--- config.mk ---
export PLATFORM = sky130hd
export DESIGN_NAME = pe_wavefront_ctrl
export DESIGN_NICKNAME = d
export VERILOG_FILES = /design/src/rtl/systolic_ctrl_pkg.sv /design/src/rtl/wavefront_skew_line.sv /design/src/rtl/pe_wavefront_ctrl.sv
export SDC_FILE = /design/constraint.sdc
export NUM_CORES = 1
export LEC_CHECK = 0
export CORE_MARGIN = 3
export CORE_UTILIZATION = 50
export CTS_CLUSTER_DIAMETER = 50
export DETAILED_ROUTE_END_ITERATION = 16
export PLACE_DENSITY = 0.79
export SLEW_MARGIN = 20
export SYNTH_ARGS = -nofsm -noshare
export SYNTH_HDL_FRONTEND = slang
export SYNTH_SLANG_ARGS = --single-unit
--- constraint.sdc ---
create_clock -name clk -period 1.9 [get_ports clk]
set_input_delay 0.475 -clock clk [delete_from_list [all_inputs] [get_ports clk]]
set_output_delay 0.475 -clock clk [all_outputs]
set_load 0.01 [all_outputs]
--- src/rtl/systolic_ctrl_pkg.sv ---
// rtl/systolic_ctrl_pkg.sv - shared types and constants for the systolic array edge controllers
package systolic_ctrl_pkg;

    typedef enum logic [2:0] {
        ST_IDLE  = 3'd0,
        ST_FEED  = 3'd1,
        ST_INIT  = 3'd2,
        ST_SKEW  = 3'd3,
        ST_DRAIN = 3'd4,
        ST_DONE  = 3'd5
    } wf_state_t;

    localparam int DEFAULT_ROWS          = 4;
    localparam int DEFAULT_COLS          = 4;
    localparam int DEFAULT_K_W           = 8;
    localparam int DEFAULT_DRAIN_TIMEOUT = 255;

    // Bits needed to hold the values 0..max_val inclusive.
    function automatic int count_width(input int max_val);
        return (max_val < 1) ? 1 : $clog2(max_val + 1);
    endfunction

endpackage

--- src/rtl/wavefront_skew_line.sv ---
// rtl/wavefront_skew_line.sv - per-row register skew of a 2-bit {in_valid, init} base wavefront
module wavefront_skew_line #(
    parameter int ROWS = 4
) (
    input  logic            clk,
    input  logic            rst,
    input  logic [1:0]      base,
    output logic [ROWS-1:0] valid_row,
    output logic [ROWS-1:0] init_row
);

    // tap[r] is the base delayed r cycles; row 0 passes straight through.
    logic [1:0] tap [ROWS];

    assign tap[0] = base;

    for (genvar r = 1; r < ROWS; r++) begin : g_stage
        always_ff @(posedge clk) begin
            if (rst) begin
                tap[r] <= 2'b00;
            end else begin
                tap[r] <= tap[r-1];
            end
        end
    end

    for (genvar r = 0; r < ROWS; r++) begin : g_out
        assign valid_row[r] = tap[r][1];
        assign init_row[r]  = tap[r][0];
    end

endmodule

--- src/rtl/pe_wavefront_ctrl.sv ---
// rtl/pe_wavefront_ctrl.sv - column-0 in_valid/init source and east-edge drain tracker for the PE array
module pe_wavefront_ctrl
    import systolic_ctrl_pkg::*;
#(
    parameter int ROWS          = DEFAULT_ROWS,
    parameter int COLS          = DEFAULT_COLS,
    parameter int K_W           = DEFAULT_K_W,
    parameter int DRAIN_TIMEOUT = DEFAULT_DRAIN_TIMEOUT
) (
    input  logic            clk,
    input  logic            rst,
    input  logic            start,
    input  logic [K_W-1:0]  k_len,
    input  logic [ROWS-1:0] drain_valid,
    output logic [ROWS-1:0] in_valid_row,
    output logic [ROWS-1:0] init_row,
    output logic            busy,
    output logic            done,
    output logic            err_timeout,
    output logic            err_overflow,
    output logic            err_spurious
);

    localparam int CNT_W = count_width(COLS);
    localparam int DRN_W = count_width(DRAIN_TIMEOUT);
    localparam int SKW_W = count_width(ROWS);

    localparam logic [CNT_W-1:0] COLS_FULL  = CNT_W'(COLS);
    localparam logic [CNT_W-1:0] COLS_LAST  = CNT_W'(COLS - 1);
    localparam logic [DRN_W-1:0] DRAIN_LAST = DRN_W'(DRAIN_TIMEOUT - 1);
    localparam logic [SKW_W-1:0] SKEW_LOAD  = SKW_W'(ROWS - 1);

    wf_state_t        state;
    wf_state_t        state_nx;
    logic [K_W-1:0]   k_cnt;
    logic [SKW_W-1:0] skew_cnt;
    logic [DRN_W-1:0] drain_cnt;
    logic [CNT_W-1:0] row_cnt [ROWS];

    logic accept;
    logic counting;
    logic all_done;
    logic drain_expired;

    assign accept        = (state == ST_IDLE) && start && (k_len != '0);
    assign counting      = (state == ST_INIT) || (state == ST_SKEW) || (state == ST_DRAIN);
    assign drain_expired = (drain_cnt == DRAIN_LAST);

    // A row is finished if already full, or one short with a beat arriving now.
    always_comb begin
        all_done = 1'b1;
        for (int r = 0; r < ROWS; r++) begin
            if (!((row_cnt[r] == COLS_FULL) ||
                  ((row_cnt[r] == COLS_LAST) && drain_valid[r]))) begin
                all_done = 1'b0;
            end
        end
    end

    always_comb begin
        state_nx = state;
        case (state)
            ST_IDLE:  if (accept) state_nx = ST_FEED;
            ST_FEED:  if (k_cnt == K_W'(1)) state_nx = ST_INIT;
            ST_INIT:  state_nx = (ROWS == 1) ? ST_DRAIN : ST_SKEW;
            ST_SKEW:  if (skew_cnt == SKW_W'(1)) state_nx = ST_DRAIN;
            ST_DRAIN: if (all_done || drain_expired) state_nx = ST_DONE;
            ST_DONE:  state_nx = ST_IDLE;
            default:  state_nx = ST_IDLE;
        endcase
    end

    always_ff @(posedge clk) begin
        if (rst) begin
            state        <= ST_IDLE;
            k_cnt        <= '0;
            skew_cnt     <= '0;
            drain_cnt    <= '0;
            err_timeout  <= 1'b0;
            err_overflow <= 1'b0;
            err_spurious <= 1'b0;
            for (int r = 0; r < ROWS; r++) begin
                row_cnt[r] <= '0;
            end
        end else begin
            state <= state_nx;

            if (accept) begin
                k_cnt        <= k_len;
                drain_cnt    <= '0;
                err_timeout  <= 1'b0;
                err_overflow <= 1'b0;
                err_spurious <= 1'b0;
                for (int r = 0; r < ROWS; r++) begin
                    row_cnt[r] <= '0;
                end
            end else if (state == ST_FEED) begin
                k_cnt <= k_cnt - K_W'(1);
            end

            if (state == ST_INIT) begin
                skew_cnt <= SKEW_LOAD;
            end else if (state == ST_SKEW) begin
                skew_cnt <= skew_cnt - SKW_W'(1);
            end

            if (state == ST_DRAIN) begin
                drain_cnt <= drain_cnt + DRN_W'(1);
                if (!all_done && drain_expired) begin
                    err_timeout <= 1'b1;
                end
            end

            if (counting) begin
                for (int r = 0; r < ROWS; r++) begin
                    if (drain_valid[r]) begin
                        if (row_cnt[r] == COLS_FULL) begin
                            err_overflow <= 1'b1;
                        end else begin
                            row_cnt[r] <= row_cnt[r] + CNT_W'(1);
                        end
                    end
                end
            end

            // Set after the accept clear so a beat on the accepting cycle is still flagged.
            if (((state == ST_IDLE) || (state == ST_FEED)) && (drain_valid != '0)) begin
                err_spurious <= 1'b1;
            end
        end
    end

    wavefront_skew_line #(
        .ROWS (ROWS)
    ) u_skew (
        .clk       (clk),
        .rst       (rst),
        .base      ({state == ST_FEED, state == ST_INIT}),
        .valid_row (in_valid_row),
        .init_row  (init_row)
    );

    assign busy = (state != ST_IDLE);
    assign done = (state == ST_DONE);

endmodule

==> results.json <==
{
  "grt.busiest_layer": "met2",
  "hp-class": "reg2reg",
  "dp_cells": 364,
  "wl_per_cell_um": 14.4,
  "core_area_um2": 4410,
  "power.density_nw_per_um2": 984,
  "status": "complete, but fails checks",
  "drt-total-wl_mm": 5.40,
  "criticalPathCategory": "in2reg",
  "fin_crit_sh_pct": 102,
  "met3_usage_pct": 4.65,
  "row_count": 24,
  "path_clk_slew_ns": 0.08,
  "vias": 2068,
  "grtUsageTotal_pct": 21.4,
  "cts_sinks": 43,
  "antenna_found_initial": 0,
  "max_freq_mhz": 517,
  "finalNonFillerCells": 375,
  "whs_ns": 0.470,
  "finClkSkew_ns": 0.00611,
  "dr.pass1.iters": 4,
  "worstPathMaxFanout": 8,
  "overflow": 0,
  "synthFlopType": "dfxtp_1",
  "yosysSeqAreaShare_pct": 41.3,
  "grt_pass1_wl_mm": 8.97,
  "postLayoutCellArea_um2": 3070,
  "hold_violations": 0,
  "finalSetupTns_ns": -0.0356,
  "die_w_um": 73.9,
  "cpPeakStageDelay_ns": 0.55,
  "drc_errors": 0,
  "syn_area_per_cell_um2": 8.72,
  "drtIter0Drc": 99,
  "netlist-cell-type-count": 50,
  "clk-insertion-delay-late_ns": 0.30,
  "fp.dieH_um": 73.9,
  "final_common_cell": "dfxtp_1",
  "cts_hold_buf": 0,
  "ir_drop_mv": 0.938,
  "grt_max_degree": 14,
  "min_path_cells": 1,
  "worstSetupStartpointType": "input port",
  "synth_area_um2": 2300,
  "clock_path_buffers": 2,
  "maxCapViolations": 0,
  "cts-root-buf": "clkbuf_8",
  "power_mw": 3.03,
  "syn_nets": 297,
  "dieArea_um2": 5450,
  "power_leakage_nw": 1.25,
  "drv_slew": 0,
  "async_flop_share_pct": 0,
  "pin_count": 28,
  "placed_area_um2": 2840,
  "n_antenna_cell": 0,
  "portBuffers": 27,
  "worstRegToRegCells": 6,
  "ant_nets": 0,
  "post-route-worst-setup-slack_ns": -0.0356,
  "violations": "setup timing",
  "fillers": 352,
  "syn_to_final_growth_pct": 33.5,
  "pre_cts_ws_ns": -0.546,
  "tightest_slew_ns": 0.434,
  "initial_core_util_pct": 52.2,
  "cp.required_ns": 2.11,
  "worstPathArrival_ns": 2.14,
  "period_minus_slack_ns": 1.94,
  "grt_pass1_vias": 2089,
  "setup.worst_path.end_class": "register",
  "regArea_um2": 952,
  "gr-usage-met2_pct": 37.2,
  "synth-seq-cells": 43,
  "setup_viol": 1,
  "numCtsBuffers": 5,
  "synth_enable_flop_cells": 9,
  "via_per_inst": 5.51,
  "slew-limit-headroom_pct": 71.0,
  "cts_tree": "yes",
  "crit_top_cell": "buf_6",
  "synthCells": 264,
  "cp_cell_sequence": "dlygate4sd2_1 -> or4_4 -> buf_6 -> o21ai_4 -> buf_6 -> o311ai_0 -> a31oi_1",
  "crit_path_top_delay_cell": "or4_4",
  "met1_usage_pct": 25.2,
  "gp_congestion": 0.814,
  "htreeDepth": 2,
  "synth-warning-count": 0,
  "drive_gt1_share_pct": 22.3,
  "multi_input_area_um2": 1320,
  "postLayoutCoreUtil_pct": 69.6,
  "nets": 355,
  "layout_common_cells": "33 x dfxtp_1, 32 x buf_4, 24 x nor2_1",
  "dp_hpwl_mm": 3.81
}
-- state kept, by name, summed over array words and instances (netlist names) --
| signal | cells |
|---|---|
| err_timeout | 1 |
| row_cnt | 12 |
| k_cnt | 8 |
| u_skew.valid_row | 3 |
| skew_cnt | 3 |
| state | 3 |
| err_overflow | 1 |
| u_skew.init_row | 3 |
| err_spurious | 1 |
| drain_cnt | 8 |
-- worst max-delay path, delay by kind of cell --
family                 cells  cell delay, ns
AOI/OAI and AO/OA          3            0.56
buffers and inverters      3            0.55
and+or+nand+nor            1            0.55
-- cell usage after synthesis (3+ instances only) --
master	n	share of area, %
nor3b_1	3	0.98
o21ai_0	4	0.87
nand2_1	18	2.9
nand4_1	3	0.82
nand2b_1	3	0.82
ha_1	18	9.8
and2_1	3	0.82
a21oi_1	21	4.6
clkbuf_1	8	1.3
mux2i_1	3	1.3
buf_2	3	0.65
dfxtp_1	34	30
nor2b_1	8	2.2
or4_1	5	1.6
xor2_1	3	1.1
or2_2	4	1.1
nor2_1	24	3.9
edfxtp_1	9	12
or3_1	4	1.1
nand3_1	17	3.7
nor3_1	7	1.5
a22oi_1	8	2.6
a31oi_1	5	1.4
inv_1	20	3.3
-- cell type report --
cell class / count / area share (%)
clock buffers: 6 / 2.69
clock inverters: 2 / 1.14
inverters: 21 / 2.61
multi-input cells: 188 / 42.9
flip-flops and latches: 43 / 31.0
well taps: 52 / 2.12
repair buffers: 63 / 17.6
-- what timing repair did --
item / 4_1_cts / 5_1_grt
setup buffers: 2 / 0
gates cloned: 1 / 0
pin swaps: 6 / 3
gates resized for setup: 25 / 16
setup endpoints to repair: 34 / 32
-- report_power, final --
| part | total [mW] | leakage, nW | switching, mW | internal, mW |
|---|---|---|---|---|
| clock network | 0.734 | 0.0612 | 0.309 | 0.425 |
| registers | 1.16 | 0.375 | 0.0985 | 1.06 |
| logic | 1.13 | 0.815 | 0.599 | 0.531 |
| total | 3.03 | 1.25 | 1.01 | 2.02 |
-- routing by layer --
metal,vias up,routed length (um)
li1,1053,-
met5,-,0
met1,959,2360
met3,10,238
met4,0,119
met2,46,2680
-- kinds of logic (layout without fill, tap and decap cells) --
family                     after synthesis  after routing  synth area share, %
adders and majority gates               18             18                 9.78
DFF                                     43             43                 41.3
AOI/OAI and AO/OA                       55             55                 15.7
muxes                                    4              4                 1.79
and+or+nand+nor                        108            108                 24.7
buffers and inverters                   33             92                 5.60
xor gates and xnor gates                 3              3                 1.14
-- worst paths after layout --
kind / startpoint / end / slack, ns
setup reg to reg: state[0] / k_cnt[7] / 0.02
setup / recovery: k_len[0] / k_cnt[7] / -0.04
hold reg to reg: u_skew.valid_row[1] / u_skew.valid_row[2] / 0.47
hold / removal: u_skew.valid_row[1] / u_skew.valid_row[2] / 0.47
Power figures use the tool's default switching activity.
